`config.mk`:
```
export PLATFORM = sky130hd
export DESIGN_NAME = operand_fetch
export DESIGN_NICKNAME = d
export VERILOG_FILES = /design/src/rtl/operand_fetch.sv
export SDC_FILE = /design/constraint.sdc
export NUM_CORES = 1
export LEC_CHECK = 0
export CELL_PAD_IN_SITES_DETAIL_PLACEMENT = 0
export CELL_PAD_IN_SITES_GLOBAL_PLACEMENT = 1
export CORE_ASPECT_RATIO = 2
export CORE_MARGIN = 2
export CORE_UTILIZATION = 38
export CTS_BUF_LIST = sky130_fd_sc_hd__clkbuf_8
export DETAILED_ROUTE_END_ITERATION = 6
export PLACE_DENSITY_LB_ADDON = 0.1
export SYNTH_ARGS = -nofsm -noshare
export SYNTH_HDL_FRONTEND = slang
export SYNTH_SLANG_ARGS = --single-unit
```
`constraint.sdc`:
```
create_clock -name clk -period 2.42 [get_ports clk]
set_clock_uncertainty 0.2 [all_clocks]
set_input_delay 0.363 -clock clk [delete_from_list [all_inputs] [get_ports clk]]
set_output_delay 0.363 -clock clk [all_outputs]
set_load 0.05 [all_outputs]
```
`src/rtl/operand_fetch.sv`:
```
// operand_fetch: issue/writeback stage in front of an 8-bit ALU.
// Decodes 16-bit instructions, reads two operands from an 8-entry register
// file (with forwarding from the EX register) and latches them into the
// ALU-facing pipeline register. The ALU's combinational result is written
// back into the register file on the following edge.
module operand_fetch #(
    parameter int DATA_W  = 8,
    parameter bit R0_ZERO = 1'b1
) (
    input  logic              clk,
    input  logic              rst,
    input  logic              in_valid,
    output logic              in_ready,
    input  logic [15:0]       instr,
    input  logic              hold,
    output logic [DATA_W-1:0] alu_a,
    output logic [DATA_W-1:0] alu_b,
    output logic [2:0]        alu_ctrl,
    output logic              ex_valid,
    output logic [2:0]        ex_rd,
    input  logic [DATA_W-1:0] alu_result,
    input  logic [2:0]        dbg_addr,
    output logic [DATA_W-1:0] dbg_data
);

    localparam logic [2:0] OP_LDI = 3'b110;
    localparam logic [2:0] OP_NOP = 3'b111;

    logic [DATA_W-1:0] regs_r [0:7];
    logic [DATA_W-1:0] alu_a_r;
    logic [DATA_W-1:0] alu_b_r;
    logic [2:0]        alu_ctrl_r;
    logic              ex_valid_r;
    logic [2:0]        ex_rd_r;

    logic [2:0]        op_s;
    logic [2:0]        rd_s;
    logic [2:0]        rs1_s;
    logic [2:0]        rs2_s;
    logic [7:0]        imm_s;
    logic [DATA_W-1:0] src1_s;
    logic [DATA_W-1:0] src2_s;
    logic [DATA_W-1:0] dec_a_s;
    logic [DATA_W-1:0] dec_b_s;
    logic [2:0]        dec_ctrl_s;
    logic              wr_en_s;

    assign op_s  = instr[15:13];
    assign rd_s  = instr[12:10];
    assign rs1_s = instr[9:7];
    assign rs2_s = instr[6:4];
    assign imm_s = instr[7:0];

    // Stage can accept whenever it is not frozen; independent of in_valid.
    assign in_ready = ~hold;

    // Writeback is only for a live EX instruction, never while frozen, never into a hardwired R0.
    assign wr_en_s = ex_valid_r & ~hold & ~(R0_ZERO && (ex_rd_r == 3'd0));

    assign alu_a    = alu_a_r;
    assign alu_b    = alu_b_r;
    assign alu_ctrl = alu_ctrl_r;
    assign ex_valid = ex_valid_r;
    assign ex_rd    = ex_rd_r;

    // Source operand read: forward the in-flight EX result, else the register file.
    always_comb begin
        src1_s = {DATA_W{1'b0}};
        src2_s = {DATA_W{1'b0}};
        if (R0_ZERO && (rs1_s == 3'd0)) begin
            src1_s = {DATA_W{1'b0}};
        end else if (ex_valid_r && (ex_rd_r == rs1_s)) begin
            src1_s = alu_result;
        end else begin
            src1_s = regs_r[rs1_s];
        end
        if (R0_ZERO && (rs2_s == 3'd0)) begin
            src2_s = {DATA_W{1'b0}};
        end else if (ex_valid_r && (ex_rd_r == rs2_s)) begin
            src2_s = alu_result;
        end else begin
            src2_s = regs_r[rs2_s];
        end
    end

    // Instruction decode into ALU operands and opcode.
    always_comb begin
        dec_a_s    = src1_s;
        dec_b_s    = src2_s;
        dec_ctrl_s = op_s;
        case (op_s)
            OP_LDI: begin
                dec_a_s    = DATA_W'(imm_s);
                dec_b_s    = {DATA_W{1'b0}};
                dec_ctrl_s = 3'b000;
            end
            default: begin
                dec_a_s    = src1_s;
                dec_b_s    = src2_s;
                dec_ctrl_s = op_s;
            end
        endcase
    end

    // EX pipeline register: load on accept, drop validity on bubble, freeze on hold.
    always_ff @(posedge clk) begin
        if (rst) begin
            alu_a_r    <= {DATA_W{1'b0}};
            alu_b_r    <= {DATA_W{1'b0}};
            alu_ctrl_r <= 3'b000;
            ex_rd_r    <= 3'd0;
            ex_valid_r <= 1'b0;
        end else if (!hold) begin
            if (in_valid) begin
                alu_a_r    <= dec_a_s;
                alu_b_r    <= dec_b_s;
                alu_ctrl_r <= dec_ctrl_s;
                ex_rd_r    <= rd_s;
                ex_valid_r <= (op_s != OP_NOP);
            end else begin
                ex_valid_r <= 1'b0;
            end
        end else begin
            ex_valid_r <= ex_valid_r;
        end
    end

    // Register file writeback of the ALU result; reset discards any in-flight write.
    always_ff @(posedge clk) begin
        if (rst) begin
            for (int i = 0; i < 8; i++) begin
                regs_r[i] <= {DATA_W{1'b0}};
            end
        end else if (wr_en_s) begin
            regs_r[ex_rd_r] <= alu_result;
        end else begin
            regs_r[ex_rd_r] <= regs_r[ex_rd_r];
        end
    end

    // Debug port shows architectural register state only.
    always_comb begin
        if (R0_ZERO && (dbg_addr == 3'd0)) begin
            dbg_data = {DATA_W{1'b0}};
        end else begin
            dbg_data = regs_r[dbg_addr];
        end
    end

endmodule

```
; ---- After elaboration in Yosys (flattened, before gate mapping)
; Memories as Yosys holds them, arrays and structs flattened.
; Cells that the tools add are included.
[word_totals]
regBits = 23
mem_bits_rw = 64
input_bits = 31
out_inout_bits = 32
n_memories = 1
[mem_list]
columns = memory, depth, width, read_ports, rd_clocked_by_memory_dff, wr, line_no
row1 = regs_r, 8, 8, 3, 0, 8, 29  ; logic [DATA_W-1:0] regs_r [0:7];
[op_classes]
n_eq_ne = 5
muxes = 21
bitwise = 5
reduce_logical = 9
[ops]
columns = op, count
row1 = 8-bit two-way mux, 9
row2 = 3-bit zero test, 4
row3 = 1-bit two-way mux, 10
row4 = 8-bit OR reduction, 1
row5 = 3-bit == test, 2
row6 = 3-bit two-way mux, 2
row7 = 2-bit AND reduction, 2
row8 = 3-bit == test (second input constant), 1
row9 = 3-bit inequality test (second input constant), 1
row10 = 1-bit bitwise AND, 2
row11 = 1-bit logical AND, 2
row12 = 1-bit NOT, 2
row13 = 0-bit inequality test, 1
row14 = 1-bit bitwise OR, 1

; ---- Longest topological paths before layout
; Gate-level depths: netlist (run 1).
[logic_depth]
word_depth = 10
ltp_mapped = 7

; ---- Worst setup path after synthesis (run 1)
; Ideal clock, no wire load.
[synth_path]
path_kind = in2out
from = input dbg_addr[1]
to = output dbg_data[5]
arrival_time_ns = 2.286
required_time_ns = 1.857
setup_slack_ns = -0.429
stages = 6
path_cell_list = clkbuf_1 buf_2 mux2i_1 nand2_1 o21ai_0 a221oi_1
[synth_between]
elab_chain_len = 2
elab_cells_between_ends = 3
[synth_rtl]
columns = element, line_no
row1 = "start, declared", 22  ; input logic [2:0] dbg_addr,
row2 = memory read 8 x 8 bit or 3-bit zero test (tied branches), -
row3 = 8-bit two-way mux *, 143  ; if (R0_ZERO && (dbg_addr == 3'd0)) begin
row4 = "end, declared", 23  ; output logic [DATA_W-1:0] dbg_data
; Mark *: on every way between the ends. The rest lies on a longest branch, timed or not.

==> impl_metrics.yaml, run 1 <==
clock_network:
  clock_path_buffers: 2
  worstSkewPairLatency_ns: 0.38
  clockRootBuffer: "clkbuf_8"
  clock_sinks: 87
  cts_made_buffers: 9
  clkTransAtPathRegs_ns: 0.10
  htreeDepth: 3
  tritoncts: "done"
global_routing:
  first_global_vias: 4186
  antenna_found_initial: 0
  overflow: 0
  grt_pass1_wl_um: 26390
  grt_start_max_net_pins: 26
  track_usage_pct: 25.23
outcome:
  status: "finished clean"
drt:
  routed_wl_um: 18260
  ant_nets: 0
  drtIter0Drc: 200
  routed_via_density: 5.570
  wl_per_cell_um: 25.15
  num_vias: 4044
  dr.pass1.iters: 4
  drc: 0
synthesis:
  postSynthCellCount: 440
  synth_seq_cells: 87
  ys_seq_area_share_pct: 44.83
  yosysUniqueCellTypes: 51
  avgSynthCellArea_um2: 12.08
  yosys_warnings: 0
  synthesis.area_um2: 5314
worst_hold_path:
  hp-class: "register to register"
finish:
  final_nets: 563
  nFillCells: 1278
  syn2layout_area_growth_pct: 28.00
  final_common_cell: "edfxtp_1"
  antenna_cells: 0
  mostFrequentLayoutCells: "64 x edfxtp_1, 56 x and2_1, 50 x clkdlybuf4s50_1"
  drive_above_1_share_pct: 25.51
sta:
  worst_pin_slew_ns: 0.6662
  rsz0062_at_grt: "false"
  period_share_pct: 98.19
  final_hold_viol_count: 0
  min_period_ns: 2.376
  maxSlewViolCount: 0
  setup_viol: 0
  tns_ns: 0
  maxSlewHeadroom_pct: 55.59
  setup_ws_ns: 0.04379
  hold_slack_ns: 0.2685
  maxClockFrequency_mhz: 420.8
flow_run:
  drv_cap: 0
die:
  die-area_um2: 15000
  fp.dieH_um: 171.2
  start_util_pct: 38.47
  io_pins: 63
  die_w_um: 87.62
  core_um2: 13810
  row_count: 61
critical_path:
  r2r_end: "regs_r[4][4]"
  critPathArrivalTime_ns: 1.81
  r2r_slack_ns: 0.42
  start_kind: "register"
  r2r-start: "ex_rd[0]"
  cp-startpoint: "regs_r[3][1]"
  ff2ff_path_depth: 4
  crit_path_end_kind: "primary output"
  critical_path.max_fanout: 3
  cp-endpoint: "dbg_data[1]"
  cp.required_ns: 1.86
  path_class: "register to primary output"
place:
  dpl.hpwl_um: 13470
  portBuffers: 62
  dp_slack_ns: -0.3715
  gp_congestion: 0.8864
power:
  irDropWorstVdd_uv: 330.2
  leakage_uw: 0.002554
  power_per_cell_area_nw_per_um2: 539.2
[cells in the mapped netlist, drive strengths merged]
| library cell | count | area [um2] |
|---|---|---|
| and4 | 9 | 96.35 |
| nor3 | 3 | 15.01 |
| conb | 1 | 3.750 |
| nand2b | 7 | 43.79 |
| clkbuf | 9 | 33.78 |
| and2 | 56 | 350.3 |
| dfxtp | 23 | 460.4 |
| nand4 | 2 | 18.77 |
| or3 | 1 | 6.260 |
| nand3b | 1 | 7.510 |
| a211oi | 7 | 87.58 |
| a22oi | 3 | 22.52 |
| mux4 | 30 | 701.9 |
| nor2b | 10 | 62.56 |
| o21ai | 28 | 140.1 |
| a21oi | 16 | 80.08 |
| nand2 | 31 | 116.4 |
| o22a | 7 | 61.31 |
| a311oi | 1 | 8.760 |
| a32oi | 5 | 43.79 |
| mux2 | 1 | 11.26 |
| o21bai | 7 | 52.55 |
| nand3 | 9 | 45.04 |
| xnor2 | 6 | 60.06 |
| nor2 | 17 | 76.32 |
| and3b | 1 | 8.760 |
| mux2i | 33 | 330.3 |
| a221oi | 11 | 115.1 |
| nor3b | 2 | 26.28 |
| nor4 | 1 | 21.27 |
| or2 | 9 | 56.31 |
| or4b | 1 | 13.76 |
| inv | 2 | 7.510 |
| buf | 23 | 183.9 |
| edfxtp | 64 | 1922 |
| a21boi | 3 | 22.52 |
[stage by stage]
step / instance area [um2] / total power (uW) / utilization, % / instances
2_1_floorplan: 5353 / 2207 / - / 447
3_3_place_gp: 6467 / 2581 / 46.82 / 709
3_5_place_dp: 6467 / 2582 / 46.82 / 709
4_1_cts: 6773 / 3691 / 49.03 / 725
5_1_grt: 6802 / 3794 / 49.23 / 726
6_report: 6802 / 3667 / 49.23 / 726
[repair_timing]
action	in CTS	in global routing
hold buffers	0	0
gates resized for setup	19	2
gates cloned	1	1
pin swaps	2	3
endpoints found under the setup margin	8	6
setup buffers	0	0
[where the power goes]
group	switching [uW]	total (uW)	internal [uW]
Sequential	59.9	1720	1660
Clock	578	1090	513
Combinational	474	855	381
[worst min-delay path by stage]
| stage | end | cells past startpoint | slack, ns | start |
|---|---|---|---|---|
| after global placement | alu_ctrl[1] | 2 | 0.24 | alu_ctrl[1] |
| after detailed placement | alu_ctrl[0] | 2 | 0.25 | alu_ctrl[0] |
| final | alu_ctrl[1] | 2 | 0.27 | alu_ctrl[1] |
| after CTS | alu_ctrl[0] | 2 | 0.27 | alu_ctrl[0] |
| after floorplan | ex_rd[2] | 2 | 0.30 | instr[12] |
| after global routing | alu_ctrl[1] | 2 | 0.29 | alu_ctrl[1] |
[worst max-delay path: stages (launching register included)]
cell      delay (ns)
edfxtp_1        0.52
mux4_2          0.51
nor2_1          0.15
a221oi_2        0.07
buf_12          0.18
[kinds of logic (layout without fill, tap and decap cells)]
group | count (synthesis) | after routing | synth area share [%]
flip-flops | 87 | 87 | 44.83
other | 1 | 8 | 0.07057
AND/OR/NAND/NOR | 160 | 160 | 18.15
multiplexers | 64 | 64 | 19.64
buffers and inverters | 34 | 124 | 4.238
AO/OA/AOI/OAI | 88 | 88 | 11.94
XOR/XNOR | 6 | 6 | 1.130
[registers in the layout, indices dropped and copies added, names as in the netlist]
name / cells
alu_a: 8
alu_ctrl: 3
alu_b: 8
ex_valid: 1
regs_r: 64
ex_rd: 3
[per-layer routing]
metal / vias to the layer above / part of all wire, % / global-route usage [%]
met3: 37 / 3.3 / 2.399
met1: 2017 / 37 / 28.31
met4: 0 / 4.3 / 12.44
li1: 1857 / - / -
met2: 133 / 56 / 46.21
met5: - / 0 / 0
[layout make-up]
class / count / area, um2 / share of cell area (%)
Multi-Input combinational cell: 326 / 2801 / 41.19
Sequential cell: 87 / 2382 / 35.03
Timing Repair Buffer: 106 / 1166 / 17.14
Tap cell: 189 / 236.5 / 3.477
Clock buffer: 10 / 137.6 / 2.024
Clock inverter: 6 / 70.07 / 1.030
Inverter: 2 / 7.507 / 0.1104
Note: power is estimated with default switching activity, not from simulation.
==> run 2, diff against run 1 <==
--- a/config.mk
+++ b/config.mk
@@ -9,10 +9,10 @@
 export CELL_PAD_IN_SITES_GLOBAL_PLACEMENT = 1
 export CORE_ASPECT_RATIO = 2
 export CORE_MARGIN = 2
-export CORE_UTILIZATION = 38
+export CORE_UTILIZATION = 45
 export CTS_BUF_LIST = sky130_fd_sc_hd__clkbuf_8
 export DETAILED_ROUTE_END_ITERATION = 6
-export PLACE_DENSITY_LB_ADDON = 0.1
+export PLACE_DENSITY = 0.84
 export SYNTH_ARGS = -nofsm -noshare
 export SYNTH_HDL_FRONTEND = slang
 export SYNTH_SLANG_ARGS = --single-unit
==> constraint.sdc (replaced) <==
create_clock -name clk -period 2.5 [get_ports clk]
set_clock_uncertainty 0.2 [all_clocks]
set_input_delay 0.375 -clock clk [delete_from_list [all_inputs] [get_ports clk]]
set_output_delay 0.375 -clock clk [all_outputs]
set_load 0.05 [all_outputs]
==> impl_metrics.yaml, run 2 (synthesized netlist as in run 1, its figures left out) <==
critical_path:
  slowest_delay_ns: 0.35
  critPathTopFamily: "buffers and inverters"
  critPathBufInv: 4
  crit_chain: "dlygate4sd2_1, buf_12, buf_4, mux2i_1, nand2_1, o21ai_0, a221oi_2, buf_12"
  start_kind: "input pin"
  ff2ff_path_depth: 4
  cpMaxStageDelayCell: "a221oi_2"
  critical_path.max_fanout: 11
  critPathMostFrequentCell: "buf_12"
  critPathArrivalTime_ns: 1.82
  crit_path_end_kind: "primary output"
  cp.required_ns: 1.92
  path_class: "input pin to primary output"
  crit_cells: 8
drt:
  routed_wl_um: 16410
  routed_via_density: 5.945
  dr.pass1.iters: 5
  drc: 0
  drtIter0Drc: 258
  num_vias: 4007
  ant_nets: 0
  wl_per_cell_um: 24.34
global_routing:
  overflow: 0
  antenna_found_initial: 0
  track_usage_pct: 27.43
  grt_pass1_wl_um: 24710
  first_global_vias: 4220
  grt_start_max_net_pins: 36
finish:
  final_nets: 555
  largest_register: "regs_r"
  seqCellArea_um2: 2382
  antenna_cells: 0
  largest_register_ffs: 64
  multi_input_area_um2: 2796
  final_area_um2: 6671
  utilization_pct: 57.36
  mostFrequentLayoutCells: "64 x edfxtp_1, 56 x and2_1, 50 x clkdlybuf4s50_1"
  final_common_cell: "edfxtp_1"
  drive_above_1_share_pct: 24.39
  syn2layout_area_growth_pct: 25.55
  nFillCells: 1049
sta:
  setup_viol: 0
  maxClockFrequency_mhz: 417.8
  final_hold_viol_count: 0
  min_period_ns: 2.393
  rsz0062_at_grt: "false"
  maxSlewViolCount: 0
  maxSlewHeadroom_pct: 61.73
  period_share_pct: 95.74
  worst_pin_slew_ns: 0.5740
  setup_ws_ns: 0.1066
clock_network:
  cts_made_buffers: 9
  clock_sinks: 87
  clock_path_buffers: 2
  cts_setup_buffers: 0
  tritoncts: "done"
  worstSkewPairLatency_ns: 0.36
  clkTransAtPathRegs_ns: 0.09
  clockRootBuffer: "clkbuf_8"
  htreeDepth: 3
place:
  dpl.hpwl_um: 12880
  gp_congestion: 0.9242
  placed_cell_area_um2: 6345
  dp_slack_ns: -0.2033
  portBuffers: 62
flow_run:
  drv_cap: 0
die:
  fp.dieH_um: 157.7
  row_count: 56
  core_um2: 11630
  die_w_um: 80.84
  die-area_um2: 12750
  start_util_pct: 45.69
  io_pins: 63
outcome:
  status: "finished clean"
power:
  leakage_uw: 0.002516
  irDropWorstVdd_uv: 597.9
  power_per_cell_area_nw_per_um2: 525.3
worst_hold_path:
  whs_path_depth: 2
  hp-class: "register to register"
-- run 2: cell count changes in the layout (fill, tap and decap cells not counted), sizes merged, moves of 2 or more --
cell / before / now
buf: 51 / 43
inv: 4 / 7
clkdlybuf4s15: 2 / 0
clkinv: 2 / 0
-- run 2: final timing paths --
check / from / slack (ns) / to
max reg2reg: ex_valid / 0.45 / regs_r[4][6]
max: dbg_addr[1] / 0.11 / dbg_data[5]
min reg2reg: alu_ctrl[1] / 0.26 / alu_ctrl[1]
min: alu_ctrl[1] / 0.26 / alu_ctrl[1]
-- run 2: final cells by class --
type,count,area share [%]
Sequential cell,87,35.71
Multi-Input combinational cell,326,41.92
Clock inverter,7,1.294
Clock buffer,9,1.857
Timing Repair Buffer,98,16.39
Tap cell,145,2.719
Inverter,2,0.1125
-- run 2: timing repair --
action                                  CTS  global route
pin swaps                                 1             0
endpoints found under the hold margin     0             0
gates resized for setup                  13             2
endpoints found under the setup margin    8             6
gates cloned                              2             0
hold buffers                              0             0
-- run 2: where the power goes --
group          switching, uW  total, uW  internal, uW
logic                    428        785           357
registers               67.4       1680          1610
clock network            557       1040           486
total                   1050       3500          2450
-- run 2: metrics by stage --
step | total power [uW] | hold WS (ns) | setup TNS, ns | instances
floorplan | 2136 | 0.3110 | -2.132 | 447
global placement | 2456 | 0.2432 | -0.8510 | 656
detailed placement | 2464 | 0.2481 | -1.173 | 656
CTS | 3513 | 0.2619 | 0 | 674
global route | 3614 | 0.2973 | 0 | 674
finish | 3505 | 0.2566 | 0 | 674
-- run 2: layer usage --
layer	vias to the layer above	global-route usage [%]	wire length (um)
met5	-	0	0
met4	0	22.20	1427
met3	59	3.421	649
met2	167	48.64	8847
met1	1944	27.81	5481
li1	1837	-	-
-- run 2: worst reg2reg max path: cells and delay by family, from the launching register on --
family	cells	cell delay, ns
buf+inv	1	0.13
flops	1	0.49
simple gates	3	0.94
